===== src/rtl/vote_tally_unit.sv =====
// Ballot tally engine: captures one decrypted record per rising edge of dec_status,
// validates header, checksum and candidate, and keeps saturating per-candidate and summary totals.
module vote_tally_unit #(
  parameter int         NUM_CAND = 8,
  parameter int         CNT_W    = 16,
  parameter logic [7:0] MAGIC    = 8'hA5
) (
  input  logic             clk,
  input  logic             rst_n,
  input  logic [0:63]      dec_data,
  input  logic             dec_status,
  input  logic             freeze,
  input  logic [3:0]       rd_idx,
  output logic [CNT_W-1:0] rd_count,
  output logic [CNT_W-1:0] total_votes,
  output logic [CNT_W-1:0] reject_count,
  output logic             accept_pulse,
  output logic             reject_pulse,
  output logic             busy
);

  localparam int               IDX_W      = $clog2(NUM_CAND);
  localparam logic [CNT_W-1:0] CNT_MAX    = {CNT_W{1'b1}};
  localparam logic [CNT_W-1:0] CNT_ZERO   = {CNT_W{1'b0}};
  localparam logic [4:0]       NUM_CAND_V = 5'(NUM_CAND);

  typedef enum logic [1:0] {
    IDLE   = 2'd0,
    CHECK  = 2'd1,
    COMMIT = 2'd2,
    REJECT = 2'd3
  } state_t;

  function automatic logic [CNT_W-1:0] sat_inc(input logic [CNT_W-1:0] v);
    if (v == CNT_MAX) begin
      sat_inc = v;
    end else begin
      sat_inc = v + {{(CNT_W-1){1'b0}}, 1'b1};
    end
  endfunction

  function automatic logic [15:0] rec_checksum(input logic [0:63] r);
    rec_checksum = r[0:15] ^ r[16:31] ^ r[32:47];
  endfunction

  state_t           state_r;
  state_t           state_s;
  logic             status_r;
  logic             armed_r;
  logic [0:63]      rec_r;
  logic [CNT_W-1:0] count_r [NUM_CAND];
  logic [CNT_W-1:0] total_r;
  logic [CNT_W-1:0] reject_r;
  logic [CNT_W-1:0] rd_count_r;
  logic             accept_pulse_r;
  logic             reject_pulse_r;
  logic             busy_r;

  logic             start_s;
  logic             capture_s;
  logic [3:0]       cand_s;
  logic             hdr_ok_s;
  logic             sum_ok_s;
  logic             cand_ok_s;
  logic             rec_ok_s;

  // armed_r blocks a level that was already high across reset release from looking like an edge
  assign start_s   = dec_status & ~status_r & armed_r;
  assign cand_s    = rec_r[16:19];
  assign hdr_ok_s  = (rec_r[0:7] == MAGIC);
  assign sum_ok_s  = (rec_r[48:63] == rec_checksum(rec_r));
  assign cand_ok_s = ({1'b0, cand_s} < NUM_CAND_V);
  assign rec_ok_s  = hdr_ok_s & sum_ok_s & cand_ok_s;

  // Next-state logic
  always_comb begin
    state_s   = state_r;
    capture_s = 1'b0;
    case (state_r)
      IDLE: begin
        if (start_s && !freeze) begin
          state_s   = CHECK;
          capture_s = 1'b1;
        end else begin
          state_s   = IDLE;
        end
      end
      CHECK: begin
        if (rec_ok_s) begin
          state_s = COMMIT;
        end else begin
          state_s = REJECT;
        end
      end
      COMMIT:  state_s = IDLE;
      REJECT:  state_s = IDLE;
      default: state_s = IDLE;
    endcase
  end

  // State, edge detect, record capture and registered status outputs
  always_ff @(posedge clk or negedge rst_n) begin
    if (!rst_n) begin
      state_r        <= IDLE;
      status_r       <= 1'b0;
      armed_r        <= 1'b0;
      rec_r          <= 64'h0;
      accept_pulse_r <= 1'b0;
      reject_pulse_r <= 1'b0;
      busy_r         <= 1'b0;
    end else begin
      state_r        <= state_s;
      status_r       <= dec_status;
      armed_r        <= armed_r | ~dec_status;
      if (capture_s) begin
        rec_r <= dec_data;
      end
      accept_pulse_r <= (state_s == COMMIT);
      reject_pulse_r <= (state_s == REJECT);
      busy_r         <= (state_s != IDLE);
    end
  end

  // Tallies advance on the CHECK decision so they are visible together with the pulse
  always_ff @(posedge clk or negedge rst_n) begin
    if (!rst_n) begin
      for (int i = 0; i < NUM_CAND; i++) begin
        count_r[i] <= CNT_ZERO;
      end
      total_r  <= CNT_ZERO;
      reject_r <= CNT_ZERO;
    end else if (state_r == CHECK) begin
      if (rec_ok_s) begin
        count_r[cand_s[IDX_W-1:0]] <= sat_inc(count_r[cand_s[IDX_W-1:0]]);
        total_r                    <= sat_inc(total_r);
      end else begin
        reject_r <= sat_inc(reject_r);
      end
    end
  end

  // Registered read port
  always_ff @(posedge clk or negedge rst_n) begin
    if (!rst_n) begin
      rd_count_r <= CNT_ZERO;
    end else if ({1'b0, rd_idx} < NUM_CAND_V) begin
      rd_count_r <= count_r[rd_idx[IDX_W-1:0]];
    end else begin
      rd_count_r <= CNT_ZERO;
    end
  end

  assign rd_count     = rd_count_r;
  assign total_votes  = total_r;
  assign reject_count = reject_r;
  assign accept_pulse = accept_pulse_r;
  assign reject_pulse = reject_pulse_r;
  assign busy         = busy_r;

endmodule


===== config.mk =====
export PLATFORM = sky130hd
export DESIGN_NAME = vote_tally_unit
export DESIGN_NICKNAME = d
export VERILOG_FILES = /design/src/rtl/vote_tally_unit.sv
export SDC_FILE = /design/constraint.sdc
export NUM_CORES = 1
export LEC_CHECK = 0
export BUFFER_PORTS_ARGS = -buffer_cell sky130_fd_sc_hd__buf_2
export CAP_MARGIN = 20
export CORE_MARGIN = 2
export CORE_UTILIZATION = 36
export CTS_BUF_LIST = sky130_fd_sc_hd__clkbuf_4
export DETAILED_ROUTE_END_ITERATION = 16
export PLACE_DENSITY = 0.6
export SLEW_MARGIN = 20
export SYNTH_ARGS = -nofsm -noshare
export SYNTH_HDL_FRONTEND = slang
export SYNTH_SLANG_ARGS = --single-unit
export TNS_END_PERCENT = 100

===== constraint.sdc =====
create_clock -name clk -period 3.2 [get_ports clk]
set_input_delay 0.32 -clock clk [delete_from_list [all_inputs] [get_ports clk]]
set_output_delay 0.32 -clock clk [all_outputs]
set_load 0.005 [all_outputs]

# == Word-level counts from Yosys, hierarchy flattened ==
# Cells that the tools add are included.
# totals
regBits,247
input_bits,72
# classes
add_sub_neg,3
magnitude_cmp,5
eq_ne,10
muxes,18
bitwise,14
n_reduce_logical,9
# ops
cell,count
$mux 16,9
$bwmux 128,1
$bmux 16 s3,2
$add 16x1->16 const B,3
$demux 16 s3,1
$eq 16x16->1 const B,3
$xor 16x16->16,2
$eq 16x16->1,1
$eq 2x2->1 const B,4
$eq 8x8->1 const B,1
$ge 4x4->1 const B,2
$lt 4x4->1 const B,2
$not 3->4,2
$pmux 2 s3,1
$reduce_and 3->1,2
$not 1->1,5
$and 1x1->1,4
$lt 4x1->1 const B,1
$mux 1,4
$eq 2x1->1 const B,1
$logic_and 1x1->1,2
$logic_not 2->1,1
$reduce_and 2->1,1
$reduce_bool 2->1,1
3 further kinds,3

# == Depth between registers and ports, before layout ==
# Gate-level depths: netlist (run 1).
# logic_depth
word_depth,9
ltp_mapped,13
depth_no_buf,8

# == Least setup slack after synthesis (run 1) ==
# OpenSTA, ideal clock, no wires.
# synth_path
path_kind,reg2reg
startpoint,reg rec_r[17] (netlist bit)
endpoint,reg count_r[14] (netlist bit)
arrival_time_ps,2842
t_required_ps,3072
path_slack_ps,231
stages_incl_launch_ff,13
n_path_buf,4
period_less_slack_ps,2969
cell_sequence,dfrtp_1 > buf_4 > buf_4 > buf_4 > buf_4 > mux4_2 > nand2_1 > nand2_1 > ha_1 > nand3_1 > or4_4 > mux2i_4 > mux2_1
# synth_between
elab_chain_len,9
# synth_rtl
element,line_no,rtl
start: declaration,50,logic [0:63] rec_r;
start signal: assignment,116,rec_r <= dec_data;
$not 3->4 (implied by the code),134,count_r[cand_s[IDX_W-1:0]] <= sat_inc(count_r[cand_s[IDX_W-1:0]]);
$bmux 16 s3,134,
$mux 16 (implied by the code) (2 in series),134,
$add 16x1->16 / $eq 16x16->1 (equally long branches),"38, 35",
$mux 16,35,if (v == CNT_MAX) begin
$mux 16,133,if (rec_ok_s) begin
$mux 16,132,end else if (state_r == CHECK) begin
$bwmux 128,134,
end signal: indexed assignment,134,
end: declaration,51,logic [CNT_W-1:0] count_r [NUM_CAND];
# Parallel ways exist; a longest one is shown, timed or not. The select of a mux whose other input is x is not followed.
# A chain may end at the register's enable or synchronous reset.

# == Final worst setup path (run 1) ==
# layout_path
startpoint,reg rec_r[18] (netlist bit)
endpoint,reg count_r[14] (netlist bit)
# Same word-level chain as after synthesis.

==> metrics.md, run 1 <==
| Metric | Value |
|---|---|
| Final ANT Viol Nets | `0` |
| RePlAce Congestion | `0.811` |
| Synth warn | `0` |
| CP endpoint | `count_r[14]` |
| RSZ-0062 raised after global routing | `no` |
| Initial antenna violation count | `1` |
| R2r startpoint | `rec_r[18]` |
| Slowest stage cell, crit path | `or4_4` |
| Crit path launch | `rec_r[18]` |
| Crit share post-route | `95.7%` |
| Pre-antenna DRT Iters | `5` |
| Avg Inst Size Synth | `around 14 µm²` |
| Final slew viol count | `0` |
| Num CTS Buffers | `71` |
| Largest area contributor in the synthesized netlist | `dfrtp_1` |
| Fillers | `3132` |
| P_int | `roughly 0.0066 W` |
| Vias per cell | `5.09` |
| Area grow syn2layout | `24.4%` |
| Psw | `0.00309 W` |
| First-pass GRT wire length | `around 50 mm` |
| Initial Util | `roughly 37%` |
| DIE AREA | `~36000 µm²` |
| Worst-Margin Slew | `707 ps` |
| Clock Path Buffers | `3` |
| DR vias | `approximately 8500` |
| Max Cap Violations | `0` |
| Max Freq | `between 0.3 and 0.4 GHz` |
| Final Cell Area | `approximately 15000 µm²` |
| Critical Path Max Stage Delay | `580 ps` |
| Setup ws final | `~140 ps` |
| Nets@finish | `1252` |
| #FFs+latches synth | `about 250` |
| Critical path cell sequence | `buf_4 > mux4_1 > mux2i_1 > nand4b_4 > or4_4 > or4_4 > mux2i_4 > mux2_1` |
| Clk pwr share | `slightly below 30%` |
| Root buf cell | `clkbuf_4` |
| Die X-Extent | `189 µm` |
| Post-synth top area share | `50.0%` |
| Number of global-route vias before repair | `9133` |
| Number of port buffers | `around 120` |
| Clk pin slew, worst setup/hold paths | `70 ps` |
| Clock Skews | `64.9 ps` |
| Post-synth top flop | `dfrtp_1` |
| Setup Slack @ Placement | `-16.0 ps` |
| Setup Fix Bufs, Post-CTS | `0` |
| Comb pwr share | `30.1%` |
| Clock Sinks | `roughly 250` |
| R2R depth | `8` |
| Gate Count Post-Synth | `913` |
| Worst Hold Class | `in -> async` |
| Largest net degree at the start of global routing | `88` |
| Die H | `189 µm` |
| Final WL | `30.1 mm` |
| Fin crit period | `~3100 ps` |
| Synth top area cells | `dfrtp_1 (50%), mux2_2 (15%), mux4_2 (8.0%), mux2i_1 (3.8%), xnor2_1 (3.8%)` |
| Sequential power share | `slightly above 40%` |
| WP data arrival | `roughly 3600 ps` |
| CP endpoint kind | `flop` |
| Power density over cell area | `628 nW/µm²` |
| LEAKAGE | `7.24 nW` |
| Reg2reg end | `count_r[14]` |
| Startpoint Class | `flop` |
| Grt ovf | `0` |
| Synth async-reset ratio | `100%` |
| Core Area | `roughly 34000 µm²` |
| # DRC | `0` |
| Clk_lat worst skew | `700 ps` |
| Commonest cells after routing, fill and taps aside | `dfrtp_1 (245), mux2_2 (165), buf_2 (121)` |
| Sequential area share after synthesis | `50.0%` |
| CP Max Fanout | `8` |
| Crit Path Category | `reg -> reg` |
| Routed WL per cell | `~18 µm` |
| Status | `finished, final reports clean` |
| Slew headroom | `52.9%` |
| Reg2Reg Setup Slack | `140 ps` |
| Post-Syn Area | `12400 µm²` |
| Area of the multi-input gates | `a little under 6000 µm²` |
| 1st-iter DRT viols | `roughly 330` |
| CTS H-tree depth | `3` |
| Most frequent CP cell | `or4_4` |
| Reg area | `6180 µm²` |
| CTS tree | `yes` |
| Tot GR Track Use | `17.7%` |
| Critical Path RT | `3770 ps` |
| Placed Area | `13800 µm²` |
| Count of final setup violators | `0` |
| Fin. Hold Viols | `0` |
| Std-Cell Rows | `67` |
| VDD IR max | `496 µV` |
| Top Ports | `123` |
| Post-synth EDFFs | `0` |
| Layout cells sized above 1 | `around 43%` |
| Commonest non-fill, non-tap cell in the layout | `dfrtp_1` |
| Net Count, Synth | `988` |
| Post-DP HPWL | `about 20 mm` |
| Synth cell types | `between 70 and 80` |
| Sw Ratio | `32.0%` |
==> state kept, by name, indices dropped and copies added, names as in the netlist, 2 cells and up <==
name          cells
rec_r            64
reject_count     16
state_r           2
rd_count         16
total_votes      16
count_r         128
==> worst min-delay path by stage <==
stage	startpoint	cells past startpoint	slack, ps	to
final	rst_n	2	250	count_r[66]
after global routing	rd_idx[2]	3	230	rd_count[3]
after CTS	rd_idx[2]	3	200	rd_count[3]
after detailed placement	rst_n	1	400	count_r[113]
after global placement	rst_n	1	410	count_r[113]
after floorplan	rst_n	0	20	accept_pulse
==> per-stage QoR <==
stage,instances,TNS (ps),hold WS [ps],power (W),utilization [%]
global route,1669,0,230,0.0103,45.6
global placement,1485,0,405,0.00679,40.9
CTS,1668,0,201,0.00979,45.5
detailed placement,1485,-83.3,405,0.00684,40.9
finish,1669,0,247,0.00965,45.6
floorplan,913,0,24.4,0.00597,-
==> repair_timing <==
action	4_1_cts	5_1_grt
endpoints found under the hold margin	149	0
hold buffers	67	0
setup endpoints to repair	8	69
resized for setup	1	11
==> critical path: cells and delay by family, from the launching register on <==
kind	cells	cell delay [ps]
flops	1	470
simple gates	3	1300
buf+inv	1	180
mux	4	1000
==> per-layer routing <==
layer  track usage [%]  vias to the layer above  part of all wire, %
met3              4.41                       65                  5.3
met1              23.3                     4304                   46
li1                  -                     3898                    -
met2              28.1                      235                   47
met4              6.53                        0                  2.4
met5                 0                        -                    0
==> logic make-up after synthesis <==
group / count (synthesis) / synth area share, %
AND/OR/NAND/NOR: 177 / 8.11
flip-flops: 247 / 50.0
XOR/XNOR: 81 / 5.80
adder cells (fa/ha/maj): 3 / 0.304
multiplexers: 272 / 29.2
AO/OA/AOI/OAI: 60 / 3.56
buffers and inverters: 73 / 3.07
==> power by group through the flow <==
stage	sequential [W]	clock [W]	combinational [W]
6_report	0.00395	0.00280	0.00291
3_5_place_dp	0.00400	0	0.00284
2_1_floorplan	0.00391	0	0.00206
3_3_place_gp	0.00398	0	0.00281
5_1_grt	0.00401	0.00311	0.00318
4_1_cts	0.00394	0.00293	0.00291
==> synthesized netlist by cell type, drive strengths merged, types with 3 or more instances <==
library cell	number
inv	20
nand4b	3
a22oi	4
and3	9
buf	27
mux2	174
nand2	45
nor3	12
nor4bb	3
mux4	50
a31oi	4
o21ai	23
nor2	33
dfrtp	247
a221oi	3
or4	4
a211oi	3
a22o	3
xnor2	53
nor2b	5
nand3	19
ha	3
mux2i	48
xor2	28
nand4	15
clkbuf	25
nand2b	3
and2	6
a21oi	6
nor4	6
==> area by class of cell <==
type / instances / share of cell area (%)
Multi-Input combinational cell: 593 / 38.2
Antenna cell: 1 / 0.0163
Inverter: 21 / 0.513
Timing Repair Buffer: 243 / 11.9
Clock inverter: 19 / 0.757
Sequential cell: 247 / 40.2
Clock buffer: 97 / 4.74
Tap cell: 448 / 3.65
Power figures use the tool's default switching activity.
==> run 2: changes to the inputs <==
Settings changed: CORE_MARGIN 2 to unset, GPL_TIMING_DRIVEN set to 0.
==> run 2 against run 1 <==
  * Cell area about the same
  * Global-route usage increased by 1.7 points
  * Via count increased by 1.7%
  * Die area decreased by 2.1%
  * Cell count increased by 0.36%
  * Clock skew decreased by 8.7 ps
  * Core utilization about the same
  * Sequential share of layout area about the same
  * Fmax decreased by 1.4%
  * Hold slack got worse by 230 ps
  * Setup slack got worse by 42 ps
  * Critical path type unchanged
==> metrics.md, run 2 (synthesized netlist as in run 1, its figures left out) <==
| Metric | Value |
|---|---|
| Setup Slack @ Placement | `-552 ps (was -16.0 ps)` |
| WP data arrival | `3670 ps (was 3640 ps)` |
| Root buf cell | `clkbuf_4 (unchanged)` |
| Worst Hold Class | `in -> reg (was in -> async)` |
| Startpoint Class | `flop (unchanged)` |
| RSZ-0062 raised after global routing | `yes (was no)` |
| Clock Sinks | `247 (unchanged)` |
| Max Cap Violations | `0 (unchanged)` |
| Count of final setup violators | `0 (unchanged)` |
| Commonest non-fill, non-tap cell in the layout | `dfrtp_1 (unchanged)` |
| VDD IR max | `409 µV (was 496 µV)` |
| R2R depth | `11 (was 8)` |
| # DRC | `0 (unchanged)` |
| Largest register by flop count | `count_r (unchanged)` |
| Largest register FFs | `128 (unchanged)` |
| Nets@finish | `1252 (unchanged)` |
| Routed WL per cell | `19.7 µm (was 18.0 µm)` |
| Crit Path Category | `reg -> reg (unchanged)` |
| Initial antenna violation count | `1 (unchanged)` |
| Num CTS Buffers | `69 (was 71)` |
| Power density over cell area | `642 nW/µm² (was 628 nW/µm²)` |
| Layout cells sized above 1 | `42.2% (was 42.9%)` |
| Commonest cells after routing, fill and taps aside | `dfrtp_1 (246), mux2_2 (165), buf_2 (122) (was dfrtp_1 (245), mux2_2 (165), buf_2 (121))` |
| CP Max Fanout | `10 (was 8)` |
| CTS tree | `yes (unchanged)` |
| Number of port buffers | `119 (was 122)` |
| 1st-iter DRT viols | `461 (was 325)` |
| Pre-antenna DRT Iters | `5 (unchanged)` |
| GR peak layer | `met2 (unchanged)` |
| Tot GR Track Use | `19.3% (was 17.7%)` |
| Initial Util | `36.7% (unchanged)` |
| DR vias | `8647 (was 8502)` |
| Worst-Margin Slew | `1080 ps (was 707 ps)` |
| Clk_lat worst skew | `700 ps (about the same)` |
| Slew headroom | `28.3% (was 52.9%)` |
| Clock Path Buffers | `3 (unchanged)` |
| Hold Path Stages | `2` |
| CTS H-tree depth | `3 (unchanged)` |
| Final WL | `33.1 mm (was 30.1 mm)` |
| Reg2reg end | `count_r[23] (was count_r[14])` |
| Crit share post-route | `97.1% (was 95.7%)` |
| LEAKAGE | `7.19 nW (was 7.24 nW)` |
| Largest net degree at the start of global routing | `93 (was 88)` |
| Hold Startpoint | `rd_idx[3]` |
| Largest regs | `count_r x128, rec_r x64 (unchanged)` |
| Met2 Use GR | `30.7% (was 28.1%)` |
| Core Area | `33700 µm² (unchanged)` |
| R2r startpoint | `rec_r[19] (was rec_r[18])` |
| Std-Cell Rows | `67 (unchanged)` |
| Top Ports | `123 (unchanged)` |
| Grt ovf | `0 (unchanged)` |
| Status | `finished, final reports clean (unchanged)` |
| Area grow syn2layout | `24.4% (about the same)` |
| DIE AREA | `35100 µm² (was 35800 µm²)` |
| Die H | `187 µm (was 189 µm)` |
| Post-DP HPWL | `21.6 mm (was 19.9 mm)` |
| CP endpoint kind | `flop (unchanged)` |
| Global-route track usage on met3 | `5.05% (was 4.41%)` |
| Critical Path RT | `3770 ps (about the same)` |
| Clock Skews | `56.1 ps (was 64.9 ps)` |
| Final Util | `45.6% (about the same)` |
| Reg2Reg Setup Slack | `90 ps (was 140 ps)` |
| Number of global-route vias before repair | `9279 (was 9133)` |
| First-pass GRT wire length | `52.3 mm (was 50.1 mm)` |
| Clk pin slew, worst setup/hold paths | `60 ps (was 70 ps)` |
| Fin crit period | `3110 ps (was 3060 ps)` |
| Vias per cell | `5.16 (was 5.09)` |
| Hold EP | `rd_count[3]` |
| Max Freq | `0.322 GHz (was 0.326 GHz)` |
| Final ANT Viol Nets | `0 (unchanged)` |
| Final slew viol count | `0 (unchanged)` |
| Setup ws final | `94.3 ps (was 136 ps)` |
| Met1 Usage GRT | `24.8% (was 23.3%)` |
| RePlAce Congestion | `0.878 (was 0.811)` |
| Fin. Hold Viols | `0 (unchanged)` |
| Die X-Extent | `187 µm (was 189 µm)` |
[run 2: changes by cell type in the layout (fill, tap and decap cells not counted), moves of 2 or more]
| cell | before | now |
|---|---|---|
| clkinv_1 | 14 | 10 |
| clkbuf_2 | 0 | 5 |
| clkbuf_1 | 0 | 20 |
| buf_8 | 1 | 3 |
| buf_4 | 43 | 12 |
| buf_1 | 0 | 4 |
| diode_2 | 1 | 3 |
| buf_6 | 0 | 9 |
| buf_16 | 0 | 2 |
| clkbuf_4 | 97 | 104 |
| buf_12 | 11 | 1 |
[run 2: critical path: stages (launching register included)]
cell	delay, ps
dfrtp_2	380
buf_8	170
buf_6	200
mux2_2	360
a22oi_1	240
o221ai_4	220
ha_4	220
and3_1	130
buf_2	180
a311oi_2	370
xnor2_2	190
mux2_1	320
[run 2: routing by layer]
layer  wire length, µm  vias up
li1                  -     3894
met1             14400     4350
met2             15500      316
met3              2050       87
met4              1130        0
met5                 0        -
[run 2: metrics by stage]
step                hold slack, ps  total power, W  area [µm²]  std cells  setup TNS, ps
detailed placement             322         0.00683       13600       1482         -39260
floorplan                     24.4         0.00597       12400        913              0
CTS                           18.0         0.00987       15200       1670              0
finish                        20.3         0.00987       15400       1675              0
global route                  19.9          0.0104       15400       1675           -146
global placement               455         0.00678       13500       1480        -715070
[run 2: layout make-up]
cell class / instances / area (µm²)
buffer: 51 / 332
tap: 448 / 561
multi-input combinational: 593 / 5970
sequential: 247 / 6180
timing repair buffer: 194 / 1370
inverter: 21 / 78.8
clock buffer: 103 / 773
clock inverter: 15 / 96.3
antenna: 3 / 7.51
fill: 3152 / 18300
[run 2: how the worst max path moves through the flow]
stage / to / from
finish: count_r[23] / rec_r[19]
global route: count_r[91] / rec_r[18]
CTS: count_r[63] / rec_r[17]
detailed placement: count_r[57] / rec_r[17]
global placement: rec_r[44] / rst_n
floorplan: count_r[14] / rec_r[17]
[run 2: where the power goes]
group / leakage (nW) / switching (W) / internal [W] / total, W
clock network: 0.515 / 0.00136 / 0.00155 / 0.00291
logic: 3.38 / 0.00158 / 0.00145 / 0.00303
registers: 3.30 / 0.000344 / 0.00359 / 0.00394
total: 7.19 / 0.00328 / 0.00659 / 0.00987
[run 2: what timing repair did]
item                                    in CTS  in global routing
hold buffers                                66                  0
buffers inserted                             5                  2
pin swaps                                    4                  3
endpoints found under the hold margin      133                  0
endpoints found under the setup margin     139                103
resized for setup                           20                 28
==> run 3: changes to the inputs <==
Settings changed: CORE_UTILIZATION 36 to 50, PLACE_DENSITY 0.6 to 0.76.
==> run 3 against run 2 <==
  * Cell area down 0.12%
  * Sequential share of layout area grew 0.057 points
  * Cell count down 7.1%
  * Count of clock-buffer cells in the layout is 4 lower
  * Setup slack got worse by 67 ps
  * Clock power up 3%
  * Core utilization up 18 points
  * Highest routed layer unchanged
  * Critical endpoint is now count_r[91]
  * Wire length decreased by 3.2%
  * Non-clock buffer count up 8
  * Sequential power hardly changed
  * Via count grew 2.6%
==> metrics.md, run 3 (synthesized netlist as in run 1, its figures left out) <==
| Metric | Value |
|---|---|
| Status | `finished, final reports clean (unchanged)` |
| Pre-antenna DRT Iters | `5 (unchanged)` |
| Most frequent CP cell | `buf_4` |
| Critical path cell sequence | `buf_8 > buf_6 > mux2_1 > a221oi_1 > o22a_2 > nor4_4 > buf_4 > buf_4 > buf_4 > a2111oi_4 > xor2_2 > buf_4 > mux2_2 (was buf_8 > buf_6 > mux2_2 > a22oi_1 > o221ai_4 > ha_4 > and3_1 > buf_2 > a311oi_2 > xnor2_2 > mux2_1)` |
| Critical Path Max Stage Delay | `410 ps (was 380 ps)` |
| DIE AREA | `25400 µm² (was 35100 µm²)` |
| Final WL | `32.0 mm (was 33.1 mm)` |
| Layout cells sized above 1 | `42.0% (was 42.2%)` |
| VDD IR max | `565 µV (was 409 µV)` |
| CP Max Fanout | `10 (unchanged)` |
| Die X-Extent | `159 µm (was 187 µm)` |
| Crit Path Category | `reg -> reg (unchanged)` |
| Tot GR Track Use | `26.2% (was 19.3%)` |
| Slowest stage cell, crit path | `dfrtp_2 (unchanged)` |
| Number of global-route vias before repair | `9363 (was 9279)` |
| Clk pin slew, worst setup/hold paths | `60 ps (about the same)` |
| Final slew viol count | `0 (unchanged)` |
| Largest net degree at the start of global routing | `98 (was 93)` |
| Setup TNS | `0 ps (unchanged)` |
| Max Cap Violations | `0 (unchanged)` |
| Fin. Hold Viols | `0 (unchanged)` |
| # DRC | `0 (unchanged)` |
| Top delay family on crit path | `buffers and inverters (was compound AO/OA/AOI/OAI gates)` |
| Crit share post-route | `99.2% (was 97.1%)` |
| Std-Cell Rows | `57 (was 67)` |
| Power density over cell area | `655 nW/µm² (was 642 nW/µm²)` |
| Root buf cell | `clkbuf_4 (unchanged)` |
| Worst-Margin Slew | `1100 ps (was 1080 ps)` |
| Largest regs | `count_r x128, rec_r x64 (unchanged)` |
| WP data arrival | `3710 ps (was 3670 ps)` |
| CTS tree | `yes (unchanged)` |
| Fillers | `1878 (was 3152)` |
| DR vias | `8871 (was 8647)` |
| Die H | `159 µm (was 187 µm)` |
| Slew headroom | `26.7% (was 28.3%)` |
| Grt ovf | `0 (unchanged)` |
| Max Freq | `0.315 GHz (was 0.322 GHz)` |
| CP endpoint kind | `flop (unchanged)` |
| Post-DP HPWL | `20.0 mm (was 21.6 mm)` |
| Sum of buffers and inverters on the critical path | `6 (was 3)` |
| Initial Util | `51.0% (was 36.7%)` |
| Clock Sinks | `247 (unchanged)` |
| Clock Path Buffers | `3 (unchanged)` |
| RePlAce Congestion | `0.880 (was 0.878)` |
| Startpoint Class | `flop (unchanged)` |
| Core Area | `24200 µm² (was 33700 µm²)` |
| CTS H-tree depth | `3 (unchanged)` |
| Number of port buffers | `119 (unchanged)` |
| Largest register FFs | `128 (unchanged)` |
| Largest register by flop count | `count_r (unchanged)` |
| Count of final setup violators | `0 (unchanged)` |
| Clock Skews | `54.4 ps (was 56.1 ps)` |
| Final Util | `63.3% (was 45.6%)` |
| 1st-iter DRT viols | `518 (was 461)` |
| Worst Hold Class | `in -> reg (unchanged)` |
| RSZ-0062 raised after global routing | `yes (unchanged)` |
| Initial antenna violation count | `0 (was 1)` |
| LEAKAGE | `7.24 nW (was 7.19 nW)` |
| Vias per cell | `5.70 (was 5.16)` |
| Routed WL per cell | `20.6 µm (was 19.7 µm)` |
| Antenna cells | `0 (was 3)` |
| Critical Path RT | `3740 ps (was 3770 ps)` |
| Commonest cells after routing, fill and taps aside | `dfrtp_1 (245), mux2_2 (162), buf_2 (120) (was dfrtp_1 (246), mux2_2 (165), buf_2 (122))` |
| Area grow syn2layout | `24.2% (was 24.4%)` |
| Clk_lat worst skew | `690 ps (was 700 ps)` |
| Nets@finish | `1259 (was 1252)` |
| Final ANT Viol Nets | `0 (unchanged)` |
| First-pass GRT wire length | `51.0 mm (was 52.3 mm)` |
| Fin crit period | `3170 ps (was 3110 ps)` |
| Commonest non-fill, non-tap cell in the layout | `dfrtp_1 (unchanged)` |
| Num CTS Buffers | `68 (was 69)` |
| Top Ports | `123 (unchanged)` |
-- run 3: final cells by class --
cell class	count	area, µm²	share of cell area (%)
Clock inverter	19	153	0.994
Multi-Input combinational cell	593	5990	39.0
Timing Repair Buffer	201	1440	9.37
Inverter	21	78.8	0.513
Tap cell	324	405	2.64
Sequential cell	247	6180	40.3
Buffer	52	359	2.34
Clock buffer	99	743	4.84
-- run 3: metal layers --
| metal | part of all wire (%) | GRT usage, % |
|---|---|---|
| met1 | 40 | 33.5 |
| met2 | 49 | 42.5 |
| met3 | 7.8 | 6.23 |
| met5 | 0 | 0 |
| met4 | 3.4 | 11.6 |
-- run 3: what timing repair did --
item / 4_1_cts / 5_1_grt
gates cloned: 0 / 0
hold buffers: 66 / 0
endpoints found under the setup margin: 124 / 103
resized for setup: 23 / 31
setup buffers: 12 / 2
endpoints found under the hold margin: 134 / 0
pin swaps: 5 / 5
-- run 3: power breakdown --
part           internal, W  switching (W)  leakage [nW]
Combinational      0.00148        0.00162          3.41
Clock              0.00166        0.00133         0.530
Sequential         0.00359       0.000372          3.30
-- run 3: through the flow --
step	setup slack [ps]	std cells	cell area, µm²	total power [W]	hold WS, ps
finish	26.9	1556	15400	0.0101	72.3
global route	-64.7	1556	15400	0.0105	38.1
global placement	-2550	1356	13400	0.00669	452
detailed placement	-458	1358	13400	0.00679	320
floorplan	231	913	12400	0.00597	24.4
CTS	1.46	1554	15200	0.00989	10.6
-- run 3: final timing paths --
path,start,end,slack (ps),cells after the start
setup / recovery,rec_r[18],count_r[91],30,13
hold / removal,rd_idx[3],rd_count[2],70,2
setup reg to reg,rec_r[18],count_r[91],30,13
hold reg to reg,armed_r,armed_r,470,1
max in group asynchronous,rst_n,rec_r[43],2080,3
min in group asynchronous,rst_n,count_r[80],220,2
